$ cat config.mk
export PLATFORM = sky130hd
export DESIGN_NAME = serial_adder
export DESIGN_NICKNAME = d
export VERILOG_FILES = /design/src/rtl/arith_pkg.sv /design/src/rtl/chunk_adder.sv /design/src/rtl/serial_adder.sv
export SDC_FILE = /design/constraint.sdc
export NUM_CORES = 1
export LEC_CHECK = 0
export CORE_ASPECT_RATIO = 0.9
export CORE_MARGIN = 4
export CORE_UTILIZATION = 54
export DETAILED_ROUTE_END_ITERATION = 8
export GPL_TIMING_DRIVEN = 1
export PLACE_DENSITY_LB_ADDON = 0.3
export SLEW_MARGIN = 20
export SYNTH_ARGS = -nofsm -noshare
export SYNTH_HDL_FRONTEND = slang
export SYNTH_SLANG_ARGS = --single-unit
$ cat constraint.sdc
create_clock -name clk -period 4.26 [get_ports clk]
set_input_delay 0.639 -clock clk [delete_from_list [all_inputs] [get_ports clk]]
set_output_delay 0.639 -clock clk [all_outputs]
set_load 0.05 [all_outputs]
$ cat src/rtl/arith_pkg.sv
// Shared definitions for the serial adder: FSM state encodings, default
// operand/chunk widths and a helper that sizes the chunk counter.
package arith_pkg;

  localparam int unsigned DEFAULT_WIDTH = 8;
  localparam int unsigned DEFAULT_CHUNK = 1;

  typedef enum logic [1:0] {
    ST_IDLE = 2'd0,
    ST_RUN  = 2'd1,
    ST_DONE = 2'd2
  } state_e;

  // Smallest counter width able to hold 0..n-1 (at least one bit).
  function automatic int unsigned cnt_width(input int unsigned n);
    return (n > 1) ? $clog2(n) : 1;
  endfunction

endpackage

$ cat src/rtl/chunk_adder.sv
// Combinational CHUNK-bit ripple-carry adder.
// Ports:
//   x, y      : CHUNK-bit addends
//   cin       : carry in to bit 0
//   s         : CHUNK-bit sum
//   cout      : carry out of the top bit
//   c_msb_in  : carry into the top bit (for signed overflow detection)
module chunk_adder #(
  parameter int unsigned CHUNK = 1
) (
  input  logic [CHUNK-1:0] x,
  input  logic [CHUNK-1:0] y,
  input  logic             cin,
  output logic [CHUNK-1:0] s,
  output logic             cout,
  output logic             c_msb_in
);

  // Carry chain: w_c[i] is the carry into bit i.
  logic [CHUNK:0] w_c;

  always_comb begin
    w_c    = '0;
    s      = '0;
    w_c[0] = cin;
    for (int unsigned i = 0; i < CHUNK; i++) begin
      s[i]     = x[i] ^ y[i] ^ w_c[i];
      w_c[i+1] = (x[i] & y[i]) | (w_c[i] & (x[i] ^ y[i]));
    end
  end

  assign cout     = w_c[CHUNK];
  assign c_msb_in = w_c[CHUNK-1];

endmodule

$ cat src/rtl/serial_adder.sv
// Multi-cycle adder/subtractor processing CHUNK bits per clock.
// Ports:
//   clk, rst_n : clock, asynchronous active-low reset
//   start      : request a new operation (accepted only when idle)
//   sub        : 0 = a + b, 1 = a - b (sampled with start)
//   a, b       : WIDTH-bit operands (sampled with start)
//   busy       : operation in progress (RUN or DONE)
//   done       : one-cycle pulse, result valid
//   sum        : WIDTH-bit result, modulo 2^WIDTH
//   carry_out  : carry out of the MSB (1 = no borrow when subtracting)
//   overflow   : two's-complement signed overflow
module serial_adder
  import arith_pkg::*;
#(
  parameter int unsigned WIDTH = DEFAULT_WIDTH,
  parameter int unsigned CHUNK = DEFAULT_CHUNK
) (
  input  logic             clk,
  input  logic             rst_n,
  input  logic             start,
  input  logic             sub,
  input  logic [WIDTH-1:0] a,
  input  logic [WIDTH-1:0] b,
  output logic             busy,
  output logic             done,
  output logic [WIDTH-1:0] sum,
  output logic             carry_out,
  output logic             overflow
);

  localparam int unsigned N     = WIDTH / CHUNK;
  localparam int unsigned CNT_W = cnt_width(N);

  state_e             r_state;
  logic [WIDTH-1:0]   r_a;
  logic [WIDTH-1:0]   r_b;
  logic [WIDTH-1:0]   r_sum;
  logic               r_carry;
  logic               r_ovf;
  logic               r_busy;
  logic               r_done;
  logic [CNT_W-1:0]   r_cnt;

  logic [CHUNK-1:0]   w_s;
  logic               w_cout;
  logic               w_c_msb_in;
  logic               w_last;
  logic [WIDTH-1:0]   w_sum_next;

  chunk_adder #(
    .CHUNK (CHUNK)
  ) u_chunk (
    .x        (r_a[CHUNK-1:0]),
    .y        (r_b[CHUNK-1:0]),
    .cin      (r_carry),
    .s        (w_s),
    .cout     (w_cout),
    .c_msb_in (w_c_msb_in)
  );

  // New chunk enters at the MSB side; works unchanged when CHUNK == WIDTH.
  assign w_sum_next = WIDTH'({w_s, r_sum} >> CHUNK);
  assign w_last     = (r_cnt == CNT_W'(N - 1));

  // Control FSM and datapath registers.
  always_ff @(posedge clk or negedge rst_n) begin
    if (!rst_n) begin
      r_state <= ST_IDLE;
      r_a     <= '0;
      r_b     <= '0;
      r_sum   <= '0;
      r_carry <= 1'b0;
      r_ovf   <= 1'b0;
      r_busy  <= 1'b0;
      r_done  <= 1'b0;
      r_cnt   <= '0;
    end else begin
      r_done <= 1'b0;
      case (r_state)
        ST_IDLE: begin
          if (start) begin
            // Subtraction is a + ~b + 1: the +1 rides in on the carry.
            r_a     <= a;
            r_b     <= sub ? ~b : b;
            r_carry <= sub;
            r_cnt   <= '0;
            r_busy  <= 1'b1;
            r_state <= ST_RUN;
          end
        end
        ST_RUN: begin
          r_a     <= r_a >> CHUNK;
          r_b     <= r_b >> CHUNK;
          r_sum   <= w_sum_next;
          r_carry <= w_cout;
          if (w_last) begin
            r_ovf   <= w_c_msb_in ^ w_cout;
            r_done  <= 1'b1;
            r_state <= ST_DONE;
          end else begin
            r_cnt <= r_cnt + CNT_W'(1);
          end
        end
        ST_DONE: begin
          r_busy  <= 1'b0;
          r_state <= ST_IDLE;
        end
        default: begin
          r_busy  <= 1'b0;
          r_state <= ST_IDLE;
        end
      endcase
    end
  end

  assign busy      = r_busy;
  assign done      = r_done;
  assign sum       = r_sum;
  assign carry_out = r_carry;
  assign overflow  = r_ovf;

endmodule

==> impl_summary.log <==
INFO  metric postPlaceCellArea = 1910 µm²
INFO  metric seq_area_frac_synth = 0.514
INFO  metric avgRoutedWirePerCell = between 10 and 15 µm
INFO  metric max-cap-violations = 0
INFO  metric gp_congestion = roughly 0.73
INFO  metric r2r_end = sum[7]
INFO  metric iteration_count_of_the_initial_detailed_routing_pass = 4
INFO  metric final_cycle_utilization_of_the_critical_path = 0.530
INFO  metric timing.reg2reg.worst_path_depth = 3
INFO  metric maximum_resistive_drop_on_vdd = about 0.33 mV
INFO  metric syn-instance-count = between 100 and 150
INFO  metric clock_latency = between 300 and 400 ps
INFO  metric place.detailed.hpwl = ~2300 µm
INFO  metric top_level_ports = 32
INFO  metric critPathSlowestCell = clkdlybuf4s50_1
INFO  metric first_pass_grt_wire_length = ~5500 µm
INFO  metric fin_worst_skew = approximately 15 ps
INFO  metric worst_hold_path_type = reg -> reg
INFO  metric antennaDiodeCount = 0
INFO  metric placement.setup.worst_slack = 1940 ps
INFO  metric synth.avg_cell_area = between 10 and 15 µm²
INFO  metric detail_route.iter0.violations = 67
INFO  metric effective_utilization_at_floorplan = 0.576
INFO  metric drt-total-wl = 3160 µm
INFO  metric overflow_left_after_global_routing = 0
INFO  metric cts.repair.resized = 0
INFO  metric numPlacedInstances = just over 200
INFO  metric clock-sinks = 33
INFO  metric groute.usage.overall = 0.185
INFO  metric routed_via_density = roughly 5.4
INFO  metric num-nets-final = between 150 and 200
INFO  metric antenna_found_initial = 0
INFO  metric tritoncts = built
INFO  metric critical_path_required = between 3000 and 4000 ps
INFO  metric ctsHoldBuffers = 0
INFO  metric run_status = finished, final reports clean
INFO  metric max_freq = between 0.4 and 0.5 GHz
INFO  metric hold_violations = 0
INFO  metric clk_pin_slew_worst_paths = approximately 90 ps
INFO  metric areaGrowthSynthToFinish = 24.0%
INFO  metric cpLargestDelayFamily = buffers and inverters
INFO  metric clock-root-buffer = clkbuf_4
INFO  metric floorplan.rows = 18
INFO  metric htree_levels = 2
INFO  metric worstHoldPathCells = 2
INFO  metric path_cells = clkdlybuf4s50_1
INFO  metric hold_start = r_a[1]
INFO  metric power.density_cell_area = about 740 nW/µm²
INFO  metric max-clock-path-buffers = 2
INFO  metric vias = around 1200
INFO  metric drc_violations_left = 0
INFO  metric reg2reg_slack = 2180 ps
INFO  metric design.core.area = around 2800 µm²
INFO  metric pin_count_of_the_biggest_net_entering_global_routing = 34
INFO  metric antenna_violating_nets_post_route = 0
INFO  metric share_of_layout_cells_above_drive_strength_1 = 0.120
INFO  metric synth.yosys.warnings = 0
INFO  metric post-route-cell-area = around 2000 µm²
INFO  metric critPathBufInv = 1
INFO  metric setup_tns = 0 ps
INFO  metric portBuffers = 31
INFO  metric crit_startpoint = carry_out
INFO  metric path_type_of_the_worst_setup_path = reg -> out
INFO  metric timing.final.ws_setup = around 2000 ps
INFO  metric r2r_start = r_state[0]
INFO  metric final_cell_count_no_fill = around 220
INFO  metric synth.cell_area = 1610 µm²
INFO  metric setup.worst_path.start_class = register
INFO  metric fp.dieArea = ~4000 µm²
INFO  metric critPathMaxStageDelay = approximately 840 ps
INFO  metric grt_pass1_vias = 1243
INFO  metric max_slew.worst_pin.slew = around 770 ps
INFO  metric timing.hold.worst_endpoint = r_a[1]
INFO  metric setup-violations-final = 0
INFO  metric period_minus_slack = about 2300 ps
INFO  metric fp.dieH = 59.8 µm
INFO  metric path_max_fanout = 5
INFO  metric grt_setup_unrepaired = no
INFO  metric timing.critical_path.arrival = 1620 ps
INFO  metric cts_buffer_count = 5
INFO  metric die_w = around 66 µm
INFO  metric maxSlewViolCount = 0
INFO  metric ys_seq_elements = 33
INFO  metric slew-limit-headroom = 0.486
INFO  metric synth_cell_type_count = 27
INFO  metric p_leak = ~0.00085 µW
INFO  metric setup.worst_path.end_class = output port
INFO  metric net_count_synth = roughly 170
INFO  metric postCtsSetupRepairBufs = 0
==> layout by cell type (no fill, tap or decap), drive strengths merged, types with 2 or more instances in the layout <==
master / instances
a21oi: 11
a22o: 5
a22oi: 9
and2: 2
and2b: 6
buf: 2
clkbuf: 7
clkdlybuf4s50: 31
dfrtp: 33
ha: 3
mux2: 9
nand2: 16
nor2: 5
nor2b: 5
o21ai: 10
o221ai: 6
xnor2: 9
==> final cells by class <==
class / count / area [µm²]
Fill cell: 239 / 798
Clock buffer: 7 / 55.1
Sequential cell: 33 / 826
Clock inverter: 1 / 30.0
Tap cell: 40 / 50.0
Multi-Input combinational cell: 100 / 704
Inverter: 1 / 3.75
Timing Repair Buffer: 33 / 325
==> cells in the mapped netlist <==
library cell,n,area (µm²)
o21ai_0,10,50.1
mux2_2,9,101
clkbuf_2,2,10.0
a21oi_2,1,8.76
fa_1,1,20.0
o221ai_1,6,52.6
nor2_1,4,15.0
dfrtp_1,33,826
nor2b_1,4,25.0
a22oi_1,9,67.6
nand2_1,16,60.1
clkbuf_1,2,7.51
o21bai_1,1,7.51
a22o_1,5,43.8
a21oi_1,10,50.1
buf_4,1,7.51
inv_1,1,3.75
nand2b_1,1,6.26
o211ai_1,1,7.51
buf_2,3,15.0
nor2b_2,1,8.76
buf_6,3,33.8
ha_1,3,37.5
xnor2_1,9,78.8
and2_1,2,12.5
nor2_2,1,6.26
and2b_1,6,45.0
==> registers in the layout, summed over array words and instances, names as in the netlist <==
register	flops
sum	8
carry_out	1
r_b	8
r_cnt	3
busy	1
r_state	2
done	1
overflow	1
r_a	8
==> worst reg2reg max path, cell delays in order (launching register included) <==
cell and delay, ps:
dfrtp_1 820, nor2b_1 500, buf_4 300, mux2_2 350
==> cell families (layout without fill, tap and decap cells) <==
kind of cell | count (synthesis) | count (layout) | share of synthesized area
xor+xnor | 9 | 9 | 0.0490
simple gates | 35 | 35 | 0.111
mux | 9 | 9 | 0.0630
buf+inv | 12 | 42 | 0.0482
fa+ha+maj | 4 | 4 | 0.0358
flops | 33 | 33 | 0.514
compound gates | 43 | 43 | 0.179
==> report_power, final <==
part / internal [µW] / switching, µW / total, µW
Combinational: 296 / 366 / 662
Clock: 140 / 99.4 / 240
Sequential: 443 / 124 / 568
==> stage by stage <==
stage / total power, µW / utilization / hold WS [ps]
final: 1470 / 0.714 / 499
after floorplan: 1050 / - / 343
after detailed placement: 1250 / 0.684 / 475
after CTS: 1490 / 0.714 / 498
after global placement: 1200 / 0.684 / 466
after global routing: 1570 / 0.714 / 534
==> routing by layer <==
metal  track usage  vias to the layer above  wire [µm]
met5             0                        -          0
met4        0.0710                        0         41
met3        0.0414                        5        102
met2         0.323                       24       1690
met1         0.225                      573       1330
li1              -                      568          -
==> worst max path at each step <==
stage,cells after the start,slack [ps],to
after detailed placement,4,1940,r_b[3]
final,1,2000,carry_out
after CTS,1,1980,carry_out
after floorplan,2,2720,sum[7]
after global routing,1,1940,carry_out
after global placement,4,2020,r_b[5]
(Power assumes the default switching activity.)
